==> config.mk <==
export PLATFORM = sky130hd
export DESIGN_NAME = delay_prog_nch
export DESIGN_NICKNAME = d
export VERILOG_FILES = /design/src/rtl/delay_pkg.sv /design/src/rtl/delay_prog_ch.sv /design/src/rtl/delay_prog_nch.sv
export SDC_FILE = /design/constraint.sdc
export NUM_CORES = 1
export LEC_CHECK = 0
export BUFFER_PORTS_ARGS = -buffer_cell sky130_fd_sc_hd__buf_4
export CORE_ASPECT_RATIO = 0.9
export CORE_MARGIN = 1.5
export CORE_UTILIZATION = 45
export CTS_CLUSTER_DIAMETER = 60
export DETAILED_ROUTE_END_ITERATION = 16
export PLACE_DENSITY_LB_ADDON = 0.1
export SYNTH_ARGS = -nofsm -noshare
export SYNTH_HDL_FRONTEND = slang
export SYNTH_SLANG_ARGS = --single-unit
==> constraint.sdc <==
create_clock -name clk -period 2.4 [get_ports clk]
set_input_delay 0.24 -clock clk [delete_from_list [all_inputs] [get_ports clk]]
set_output_delay 0.24 -clock clk [all_outputs]
set_load 0.03 [all_outputs]
==> src/rtl/delay_pkg.sv <==
// Shared definitions for the programmable request delay block.
//   MODE_2PH / MODE_PULSE : event encoding selectors for the MODE parameter.
//   CNT_W_DEF            : default delay-count width.
//   ch_state_e           : per-channel occupancy (idle, one in flight, one queued).
package delay_pkg;

  localparam int MODE_2PH   = 0;
  localparam int MODE_PULSE = 1;
  localparam int CNT_W_DEF  = 4;

  typedef enum logic [1:0] {
    CH_IDLE      = 2'd0,
    CH_BUSY      = 2'd1,
    CH_BUSY_PEND = 2'd2
  } ch_state_e;

endpackage

==> src/rtl/delay_prog_ch.sv <==
// One delay channel: edge detect, countdown, single-entry queue, sticky overflow.
//   clk, rst : clock, synchronous active-high reset
//   in_r     : request input (level per event in 2-phase, rising edge in pulse mode)
//   dly      : current shadow delay value for this channel
//   out_r    : registered delayed request output
//   busy     : an event is counting down
//   pend     : one event is queued behind the in-flight one
//   ovf      : sticky, an event was dropped
module delay_prog_ch
  import delay_pkg::*;
#(
  parameter int CNT_W = CNT_W_DEF,
  parameter int MODE  = MODE_2PH
) (
  input  logic             clk,
  input  logic             rst,
  input  logic             in_r,
  input  logic [CNT_W-1:0] dly,
  output logic             out_r,
  output logic             busy,
  output logic             pend,
  output logic             ovf
);

  // Counter is one bit wider than the delay so a reload can hold D+1:
  // the queued event spends one extra edge in the reload before counting.
  localparam logic [CNT_W:0] ONE = {{CNT_W{1'b0}}, 1'b1};

  ch_state_e      state_q, state_d;
  logic [CNT_W:0] cnt_q, cnt_d;
  logic           in_q;
  logic           out_q, out_d;
  logic           ovf_q, ovf_d;
  logic           ev, fire;
  logic [CNT_W:0] dly_ext;

  assign dly_ext = {1'b0, dly};

  always_comb begin
    ev      = (MODE == MODE_PULSE) ? (in_r & ~in_q) : (in_r ^ in_q);
    state_d = state_q;
    cnt_d   = cnt_q;
    ovf_d   = ovf_q;
    fire    = 1'b0;
    case (state_q)
      CH_IDLE: begin
        if (ev) begin
          if (dly == '0) begin
            fire = 1'b1;                 // zero delay: passes straight through
          end else begin
            cnt_d   = dly_ext;
            state_d = CH_BUSY;
          end
        end
      end
      CH_BUSY: begin
        if (cnt_q == ONE) begin
          fire = 1'b1;
          if (ev) begin
            cnt_d = dly_ext + ONE;       // event on firing edge is treated as queued
          end else begin
            cnt_d   = '0;
            state_d = CH_IDLE;
          end
        end else begin
          cnt_d = cnt_q - ONE;
          if (ev) state_d = CH_BUSY_PEND;
        end
      end
      CH_BUSY_PEND: begin
        if (ev) ovf_d = 1'b1;            // no room: event dropped
        if (cnt_q == ONE) begin
          fire    = 1'b1;
          cnt_d   = dly_ext + ONE;
          state_d = CH_BUSY;
        end else begin
          cnt_d = cnt_q - ONE;
        end
      end
      default: begin
        state_d = CH_IDLE;
        cnt_d   = '0;
      end
    endcase
    out_d = (MODE == MODE_PULSE) ? fire : (out_q ^ fire);
  end

  always_ff @(posedge clk) begin
    if (rst) begin
      state_q <= CH_IDLE;
      cnt_q   <= '0;
      out_q   <= 1'b0;
      ovf_q   <= 1'b0;
      in_q    <= in_r;                   // level held through reset is not an event
    end else begin
      state_q <= state_d;
      cnt_q   <= cnt_d;
      out_q   <= out_d;
      ovf_q   <= ovf_d;
      in_q    <= in_r;
    end
  end

  assign out_r = out_q;
  assign busy  = (state_q != CH_IDLE);
  assign pend  = (state_q == CH_BUSY_PEND);
  assign ovf   = ovf_q;

endmodule

==> src/rtl/delay_prog_nch.sv <==
// CH-channel programmable request delay with shared shadow delay registers.
//   clk, rst : clock, synchronous active-high reset
//   inR      : per-channel request inputs
//   outR     : per-channel delayed requests (registered)
//   cfg_dly  : packed per-channel delays, channel i at [i*CNT_W +: CNT_W]
//   cfg_we   : load cfg_dly into the shadow registers
//   busy, pend, ovf : per-channel status
module delay_prog_nch
  import delay_pkg::*;
#(
  parameter int CH    = 4,
  parameter int CNT_W = CNT_W_DEF,
  parameter int MODE  = MODE_2PH
) (
  input  logic                clk,
  input  logic                rst,
  input  logic [CH-1:0]       inR,
  output logic [CH-1:0]       outR,
  input  logic [CH*CNT_W-1:0] cfg_dly,
  input  logic                cfg_we,
  output logic [CH-1:0]       busy,
  output logic [CH-1:0]       pend,
  output logic [CH-1:0]       ovf
);

  // Channels read the registered shadow, so a load on the cfg_we edge
  // still sees the previous value.
  logic [CH-1:0][CNT_W-1:0] shadow_q, shadow_d;

  always_comb begin
    shadow_d = shadow_q;
    if (cfg_we) shadow_d = cfg_dly;
  end

  always_ff @(posedge clk) begin
    if (rst) shadow_q <= '0;
    else     shadow_q <= shadow_d;
  end

  for (genvar g = 0; g < CH; g++) begin : g_ch
    delay_prog_ch #(
      .CNT_W(CNT_W),
      .MODE (MODE)
    ) u_ch (
      .clk  (clk),
      .rst  (rst),
      .in_r (inR[g]),
      .dly  (shadow_q[g]),
      .out_r(outR[g]),
      .busy (busy[g]),
      .pend (pend[g]),
      .ovf  (ovf[g])
    );
  end

endmodule

[Yosys cells after proc, flatten, opt, wreduce, memory -nomap -nowiden]
Cells that the tools add are included.
W data, S select, Z words.
Storage, ports and cells
  flip-flop bits (word level): 56
  input port bits: 23
  output and inout bits: 16
  word-level logic and storage cells: 168
Cells by class
  $add $sub $neg: 8
  equal/unequal tests: 32
  multiplexer cells: 68
  bitwise logic cells: 8
  reduce and logical (&&, ||, !) cells: 28
Operators by type and width (count)
  $mux W5: 20
  $pmux W5 S3: 4
  $mux W2: 24
  $pmux W2 S3: 4
  $add A4 B1 Y5 const B: 4
  $eq A5 B1 Y1 const B: 4
  $reduce_and A5 Y1: 4
  $sub A5 B1 Y5 const B: 4
  $logic_not A4 Y1: 4
  $ne A2 B2 Y1 const B: 8
  $reduce_and A2 Y1: 8
  $mux W1: 12
  $ne A3 B1 Y1 const B: 4
  $ne A3 B3 Y1 const B: 4
  $eq A2 B1 Y1 const B: 4
  $eq A2 B2 Y1 const B: 4
  $logic_not A2 Y1: 4
  $ne A2 B1 Y1 const B: 4
  $pmux W1 S2: 4
  $reduce_bool A2 Y1: 4
  $reduce_or A2 Y1: 4
  $xor A1 B1 Y1: 8

[Longest topological paths before layout]
Gate-level depths: netlist of the first run.
  word-level depth: 5
  mapped depth: 8
  gate-level depth less buffers: 7

[Hierarchy]
From an unflattened synthesis of the first run, not the netlist that was laid out.
Unflattened totals
  cell total of the unflattened synthesis: 424
  area total of the unflattened synthesis: 3793.6 µm²
Modules (own cells, without submodules)
  delay_prog_ch at g_ch[0].u_ch ...: instances 3, cells each 94, area each 807.0 µm², seq. area each 200.2 µm²
  delay_prog_ch at g_ch[3].u_ch: instances 1, cells each 90, area each 792.0 µm², seq. area each 200.2 µm²
  delay_prog_nch: instances 1, cells each 52, area each 580.6 µm², seq. area each 320.3 µm²

[Worst setup path after synthesis of the first run]
No wires, ideal clock.
  path kind: register to register
  start point: register shadow_q[12] (netlist name)
  end point: register g_ch[3].u_ch.cnt_q[2]
  setup time: 75 ps
  arrival time: 1680 ps
  required time: 2325 ps
  path slack: 646 ps
  stages on the path, launching flop included: 8
  buffers on the path: 1
  clock period less this slack: 1754 ps
  cells stage by stage: dfxtp_1 inv_1 ha_1 nor3b_1 or2_1 buf_2 a2111o_1 o22ai_1
On the way
  longest elaborated chain between the ends: 4
  elaborated cells between the ends (all ways): 8
  those cells by class: 1 x add/sub; 1 x eq/ne; 4 x mux; 2 x reduce/logical
Ends and longest elaborated chain
  start: declaration: line delay_prog_nch.sv:28  | logic [CH-1:0][CNT_W-1:0] shadow_q, shadow_d;
  start signal: assignment: line delay_prog_nch.sv:37  | else shadow_q <= shadow_d;
  $add A4 B1 Y5: line delay_prog_ch.sv:60, delay_prog_ch.sv:74
  $mux W5: line delay_prog_ch.sv:59  | if (ev) begin
  $mux W5: line delay_prog_ch.sv:57  | if (cnt_q == ONE) begin
  $pmux W5 S3: line delay_prog_ch.sv:45  | case (state_q)
  end signal: assignment: line delay_prog_ch.sv:97  | cnt_q <= cnt_d;
  end: declaration: line delay_prog_ch.sv:30  | logic [CNT_W:0] cnt_q, cnt_d;
Parallel ways exist; a longest one is shown, timed or not.
A chain may end at the register's enable or synchronous reset.

[Worst setup path in the final report of the first run]
  start point: register shadow_q[12] (netlist name)
  end point: register g_ch[3].u_ch.cnt_q[3]
The elaborated chain is that of the path after synthesis.

==> qor.csv, run 1 <==
metric,value,unit
clock-sinks,56,
cp_top_family,compound AO/OA/AOI/OAI gates,
synth_top_area_frac,0.316,
rows,30,
postCtsSetupRepairBufs,0,
hpwl,5.43,mm
hold_violations,0,
yosysMostFrequentCell,dfxtp_1,
yosysSeqAreaShare,0.316,
grt_use_total,0.187,
wl_per_cell,14.0,um
grt_max_degree,46,
skew,0.0110,ns
leakage,1.60,nW
yosys_warnings,0,
path_buf_inv,1,
cts_resized,0,
slowest_stage,a2111o_1,
clkPwrFrac,0.139,
p_switching,0.00177,W
clock_latency,0.31,ns
htreeDepth,2,
report.final.slew_viol_count,0,
required,2.64,ns
cpPeakStageDelay,0.54,ns
synth_cell_types,55,
ant_nets,0,
maxCapViolations,0,
worst_pin_slew,0.683,ns
cts_tree,built,
synthTopCellsByCount,"dfxtp_1 (56), nor2_1 (43), ha_1 (34)",
postSynthAreaPerCell,8.50,um2
drive_above_1_share,0.127,
period_share,0.823,
routabilityCongestion,0.832,
wl,7.43,mm
grt_antenna_before_repair,0,
cts_max_path_buffers,2,
final_cells,530,
combPwrFrac,0.512,
maxSlewHeadroom,0.543,
crit_arrival,2.22,ns
critPathKind,register to register,
dieHeight,87.2,um
path_cells,"inv_1, ha_1, nor3b_1, or2_1, a2111o_1, o22ai_1",
whs,0.0515,ns
setup_viol,0,
first_pass_iters,4,
drt-initial-drc-count,91,
synth_area,3540,um2
finalSetupTns,0,ns
dieArea,8420,um2
worstSetupEndpointType,register,
die_w,96.6,um
cts-buffers-inserted,5,
synth_area_leaders,"dfxtp_1 (32%), ha_1 (12%), nor2_1 (4.6%), mux2i_1 (4.5%), a21oi_1 (4.4%)",
synth-async-reset-ratio,0,
clk_pin_slew,0.11,ns
ir_drop,0.000407,V
power_density,1050,nW/um2
seq_power_share,0.350,
finish.net_count,490,
n_fill_cell,747,
core_area,7580,um2
period_needed,1.98,ns
drc,0,
pin_count,39,
grt_pass1_wl,12.6,mm
p_int,0.00229,W
synth_flop_cell,dfxtp_1,
cts_root_buf,clkbuf_8,
diodes,0,
synth_top_area_cell,dfxtp_1,
num_vias,2905,
start_util,0.467,
synth-edff-count,0,
cp_max_fo,9,
grt_pass1_vias,2722,
grt-ovfl-total,0,
hold_path_class,primary input to register,
start_kind,register,
syn_inst,417,
vias_per_cell,5.48,
rsz0062_at_grt,no,
ys_ff_latch,56,
max_freq,506,MHz
status,completed,
switching_share,0.436,
io_buffers,38,
dp.cells,522,
cts_hold_buf,0,
synthToLayoutAreaGrowth,9.18,%
syn_nets,474,
[cell usage in the layout, fill, tap and decap left out, drive strengths merged, types with 2 or more instances in the layout]
cell type,instances
dfxtp,56
nor2,43
buf,39
inv,35
ha,34
a21oi,31
o21ai,23
nand2,22
mux2i,16
xnor2,14
nor3,11
xor2,10
nand3,10
nor3b,6
a22oi,6
o22ai,6
a32oi,6
clkbuf,6
or3,6
o31ai,5
nor4b,5
a22o,4
o221ai,3
a221oi,3
a211oi,3
o41ai,3
o21a,2
o21bai,2
o211ai,2
or4b,2
nor2b,2
nand4,2
or2,2
[power by group through the flow]
stage,Combinational [W],Sequential (W),Clock (W)
floorplan,0.00173,0.00137,0
global placement,0.00205,0.00143,0
detailed placement,0.00207,0.00143,0
CTS,0.00208,0.00141,0.000589
global route,0.00233,0.00146,0.000631
finish,0.00207,0.00142,0.000563
[stage by stage]
stage / power [W] / util / worst slack (ns) / instance area, um2
6_report: 0.00405 / 0.510 / 0.424 / 3870
5_1_grt: 0.00442 / 0.510 / 0.262 / 3870
4_1_cts: 0.00408 / 0.510 / 0.447 / 3870
3_5_place_dp: 0.00350 / 0.498 / 0.483 / 3770
3_3_place_gp: 0.00347 / 0.498 / 0.488 / 3770
2_1_floorplan: 0.00310 / - / 0.646 / 3540
[state kept, by name, summed over array words and instances, names as in the netlist]
register / cells
g_ch.u_ch.out_r: 4
g_ch.u_ch.in_q: 4
g_ch.u_ch.ovf: 4
g_ch.u_ch.cnt_q: 20
shadow_q: 16
g_ch.u_ch.state_q: 8
[layer usage]
metal / vias up / global-route usage / wire, um
met1: 1360 / 0.272 / 3780
li1: 1492 / - / -
met4: 0 / 0.0343 / 31
met2: 51 / 0.291 / 3320
met5: - / 0 / 0
met3: 2 / 0.0323 / 297
[path summary, 6_finish.rpt]
check                           cells past startpoint              from  slack (ns)                     to
worst min register to register                      2  g_ch[0].u_ch.ovf        0.48       g_ch[0].u_ch.ovf
worst min-delay path                                1            inR[0]        0.05      g_ch[0].u_ch.in_q
worst max-delay path                                6      shadow_q[12]        0.42  g_ch[3].u_ch.cnt_q[3]
worst max register to register                      6      shadow_q[12]        0.42  g_ch[3].u_ch.cnt_q[3]
[cell type report]
class	count	area, um2	share of cell area
Clock buffer	6	82.6	0.0213
Clock inverter	2	13.8	0.00356
Inverter	34	128	0.0330
Multi-Input combinational cell	297	2110	0.546
Sequential cell	56	1120	0.290
Tap cell	96	120	0.0310
Timing Repair Buffer	39	293	0.0757
[logic make-up (layout without fill, tap and decap cells)]
kind of cell             after synthesis  count (layout)  share of synthesized area
multiplexers                          16              16                     0.0452
adder cells (fa/ha/maj)               34              34                      0.120
AO/OA/AOI/OAI                        107             107                      0.196
AND/OR/NAND/NOR                      116             116                      0.175
flip-flops                            56              56                      0.316
XOR/XNOR                              24              24                     0.0593
buffers and inverters                 64              81                     0.0879
No activity file was read; power rests on OpenSTA's default activity.
==> run 2: changes to the inputs <==
- clock period: 2.4 -> 1.8 ns (I/O delays scaled with it)
==> run 2 against run 1 <==
First-iteration DRC count is 21% higher. Sequential cell count stayed put. Combinational power is 65% higher. Utilization is 6.7 points higher. Clock power is 30% higher. Final cell count is 8.3% higher. Fmax is 11% higher. Sequential share of layout area is 3.1 points lower. Routed wire length is 6.1% higher. Worst hold slack better by 0.047 ns. Largest cell class unchanged. Largest power group unchanged.
==> qor.csv, run 2 (synthesized netlist as in run 1, its figures left out) <==
metric,value,unit
status,completed,
wl_per_cell,13.7,um
final_common_cell,buf_4,
cts_tree,built,
hold_violations,0,
startpoint,g_ch[1].u_ch.cnt_q[1],
rrSetupSlack,0.02,ns
drive_above_1_share,0.272,
cts-buffers-inserted,5,
ir_drop,0.000558,V
maxCapViolations,0,
top_register,g_ch.u_ch.cnt_q,
report.final.slew_viol_count,0,
cts_max_path_buffers,2,
hpwl,5.68,mm
grt_use_total,0.186,
hp-start,cfg_dly[11],
grt_pass1_vias,2840,
drc,0,
largest_reg_flops,20,
grt_max_degree,46,
grt_antenna_before_repair,0,
wl,7.88,mm
n_fill_cell,714,
clk_pin_slew,0.10,ns
crit_end,g_ch[1].u_ch.cnt_q[2],
worstRegToRegCells,7,
layout_common_cells,"buf_4 (79), dfxtp_1 (48), nor2_1 (42)",
final_util,0.577,
hold_path_class,primary input to register,
worstSetupEndpointType,register,
setup_viol,0,
rsz0062_at_grt,yes,
dieArea,8420,um2
leakage,1.86,nW
diodes,0,
ant_nets,0,
skew,0.0106,ns
required,1.99,ns
clock-sinks,56,
path_cells,"inv_2, ha_4, or4b_4, a32oi_2, o41ai_2, a22oi_1, nor2_1",
htreeDepth,2,
pin_count,39,
vias_per_cell,5.38,
period_needed,1.78,ns
cpPeakStageDelay,0.54,ns
critPathKind,register to register,
r2r_end,g_ch[1].u_ch.cnt_q[2],
max_freq,560,MHz
grt-ovfl-total,0,
crit_arrival,1.98,ns
finish.net_count,534,
drt-initial-drc-count,110,
post_dp_cell_area,4030,um2
design_area,4370,um2
routabilityCongestion,0.819,
slowest_stage,or4b_4,
cts_root_buf,clkbuf_8,
first_pass_iters,4,
dieHeight,87.2,um
power_density,1370,nW/um2
worst_pin_slew,0.503,ns
clock_latency,0.31,ns
synthToLayoutAreaGrowth,23.4,%
die_w,96.6,um
r2r_start,g_ch[1].u_ch.cnt_q[1],
num_vias,3086,
io_buffers,38,
start_kind,register,
reg_top3,"g_ch.u_ch.cnt_q (20), shadow_q (16), g_ch.u_ch.state_q (8)",
cp_max_fo,8,
rows,30,
grt_pass1_wl,12.5,mm
start_util,0.467,
core_area,7580,um2
period_share,0.991,
maxSlewHeadroom,0.665,
==> run 2: worst min path at each step <==
stage	end	slack, ns	cells past startpoint
after floorplan	g_ch[0].u_ch.in_q	0.21	0
final	shadow_q[11]	0.1	3
after global placement	g_ch[2].u_ch.in_q	0.31	1
after detailed placement	g_ch[1].u_ch.in_q	0.32	1
after global routing	shadow_q[10]	0.08	3
after CTS	shadow_q[10]	0.09	3
==> run 2: critical path, delay by kind of cell, from the launching register on <==
kind,cells,cell delay (ns)
and+or+nand+nor,2,0.61
DFF,1,0.34
adders and majority gates,1,0.12
buffers and inverters,1,0.07
AOI/OAI and AO/OA,3,0.53
==> run 2: timing repair <==
item	4_1_cts	5_1_grt
endpoints found under the hold margin	4	0
setup buffers	1	5
setup endpoints to repair	7	26
resized for setup	5	39
hold buffers	4	0
pin swaps	3	13
==> run 2: metal layers <==
layer	GRT usage	routed length (um)	part of all wire
met1	0.242	3850	0.49
met3	0.0401	235	0.030
met2	0.313	3700	0.47
met4	0.0435	92	0.012
met5	0	0	0
==> run 2: final cells by class <==
class | count | area, um2 | share of cell area
repair buffers | 83 | 633 | 0.145
well taps | 96 | 120 | 0.0275
clock buffers | 7 | 86.3 | 0.0197
multi-input cells | 297 | 2270 | 0.519
inverters | 34 | 128 | 0.0292
clock inverters | 1 | 7.51 | 0.00172
flip-flops and latches | 56 | 1130 | 0.259
==> run 2: where the power goes <==
part           internal [W]  leakage (nW)  total (W)  switching [W]
logic               0.00161          1.35    0.00342        0.00180
registers           0.00154         0.463    0.00185       0.000317
clock network      0.000314        0.0445   0.000732       0.000418
==> run 2: metrics by stage <==
step | setup slack, ns | std cells | power (W) | setup TNS [ns] | hold slack, ns
floorplan | 0.0456 | 417 | 0.00413 | 0 | 0.208
global placement | 0.0360 | 556 | 0.00491 | 0 | 0.314
detailed placement | -0.0478 | 556 | 0.00494 | -0.0715 | 0.316
CTS | 0.0217 | 569 | 0.00575 | 0 | 0.0944
global route | -0.0702 | 574 | 0.00646 | -0.297 | 0.0802
finish | 0.0158 | 574 | 0.00600 | 0 | 0.0989
==> run 3: changes to the inputs <==
- BUFFER_PORTS_ARGS: -buffer_cell sky130_fd_sc_hd__buf_4 -> not set
- CORE_UTILIZATION: 45 -> 58
- DONT_BUFFER_PORTS: not set -> 1
==> run 3 against run 2 <==
The run now ends with DRC, setup timing left. Sequential cell count did not move. Via count shrank 0.62%. Clock skew down 0.0052 ns. Critical path type unchanged. Largest cell class unchanged. Largest power group unchanged.
==> qor.csv, run 3 (synthesized netlist as in run 1, its figures left out) <==
metric,value,unit
whs,0.00910,ns
start_kind,register,
status,finished with violations,
hold_violations,0,
num_vias,3067,
diodes,0,
clk_pin_slew,0.10,ns
violations,"DRC, setup timing",
pin_count,39,
period_needed,1.84,ns
wl_per_cell,15.8,um
cp_max_fo,3,
ir_drop,0.000826,V
max_freq,544,MHz
layout_common_cells,"buf_4 (49), dfxtp_1 (45), nor2_1 (42)",
reg_top3,"g_ch.u_ch.cnt_q (20), shadow_q (16), g_ch.u_ch.state_q (8)",
finish.net_count,505,
htreeDepth,2,
cts_max_path_buffers,2,
layout_setup_ws,-0.0370,ns
leakage,1.70,nW
worstSetupEndpointType,register,
cts-buffers-inserted,5,
critPathKind,register to register,
required,2.05,ns
rsz0062_at_grt,yes,
maxSlewHeadroom,0.695,
die_w,85.4,um
period_share,1.02,
grt_antenna_before_repair,0,
crit_arrival,2.09,ns
worst_pin_slew,0.454,ns
largest_reg_flops,20,
grt-ovfl-total,0,
hpwl,5.58,mm
cts_tree,built,
routabilityCongestion,0.899,
first_pass_iters,10,
synthToLayoutAreaGrowth,16.0,%
final_common_cell,buf_4,
vias_per_cell,5.91,
hold_path_class,primary input to register,
final_util,0.710,
rows,26,
post_dp_cell_area,3740,um2
grt_pass1_wl,13.5,mm
cts_root_buf,clkbuf_8,
power,0.00600,W
drive_above_1_share,0.225,
report.final.slew_viol_count,0,
grt_pass1_vias,2930,
power_density,1460,nW/um2
top_register,g_ch.u_ch.cnt_q,
ant_nets,0,
drt-initial-drc-count,141,
start_util,0.612,
io_buffers,0,
dieHeight,77.2,um
setup_viol,1,
clock-sinks,56,
maxCapViolations,0,
design_area,4110,um2
clock_latency,0.31,ns
wl,8.20,mm
n_fill_cell,474,
grt_max_degree,38,
grt_use_total,0.251,
dpl_worst_slack,-0.0269,ns
dieArea,6590,um2
skew,0.00538,ns
drc,1,
core_area,5790,um2
==> run 3: changes by cell type in the layout (fill, tap and decap cells not counted), sizes merged <==
cell	previous run	this run
clkbuf	7	5
bufinv	0	1
buf	79	50
clkinv	0	1
==> run 3: power by group <==
group | switching, W | internal, W | leakage (nW) | total (W)
registers | 0.000402 | 0.00154 | 0.465 | 0.00194
logic | 0.00171 | 0.00150 | 1.18 | 0.00322
clock network | 0.000431 | 0.000413 | 0.0541 | 0.000844
total | 0.00255 | 0.00346 | 1.70 | 0.00600
==> run 3: cell type report <==
class / count / area [um2] / area share
repair buffers: 54 / 428 / 0.104
clock inverters: 3 / 42.5 / 0.0103
flip-flops and latches: 56 / 1140 / 0.277
clock buffers: 5 / 68.8 / 0.0167
inverters: 34 / 128 / 0.0310
well taps: 70 / 87.6 / 0.0213
multi-input cells: 297 / 2220 / 0.540
==> run 3: stage by stage <==
step | instances | TNS [ns]
global placement | 496 | 0
floorplan | 417 | 0
CTS | 510 | -0.0159
global route | 519 | -0.179
finish | 519 | -0.0370
detailed placement | 496 | -0.0349
==> run 3: layer usage <==
| layer | part of all wire | routed length [um] | vias to the layer above | global-route usage |
|---|---|---|---|---|
| met5 | 0 | 0 | - | 0 |
| met4 | 0.017 | 140 | 0 | 0.0774 |
| met3 | 0.048 | 394 | 13 | 0.0452 |
| met2 | 0.46 | 3760 | 91 | 0.404 |
| met1 | 0.48 | 3900 | 1434 | 0.340 |
| li1 | - | - | 1529 | - |
==> run 3: worst paths after layout <==
path         cells past startpoint  slack (ns)                   from                 endpoint
max                              7       -0.04            shadow_q[8]  g_ch[2].u_ch.state_q[1]
min                              2       0.009             cfg_dly[1]              shadow_q[1]
max reg2reg                      7       -0.04            shadow_q[8]  g_ch[2].u_ch.state_q[1]
min reg2reg                      2        0.49  g_ch[2].u_ch.cnt_q[1]    g_ch[2].u_ch.cnt_q[1]
==> run 3: critical path, cell delays in order (launching register included) <==
cell and delay [ns]:
dfxtp_2 0.35, inv_2 0.05, ha_2 0.17, nor3b_1 0.14
o21ai_1 0.23, o211ai_1 0.16, or4b_1 0.54, a21oi_1 0.13
==> run 3: timing repair <==
item,4_1_cts,5_1_grt
gates resized for setup,3,40
hold buffers,5,0
endpoints found under the hold margin,41,0
cloned,0,0
pin swaps,1,18
endpoints found under the setup margin,7,18
buffers inserted,1,9
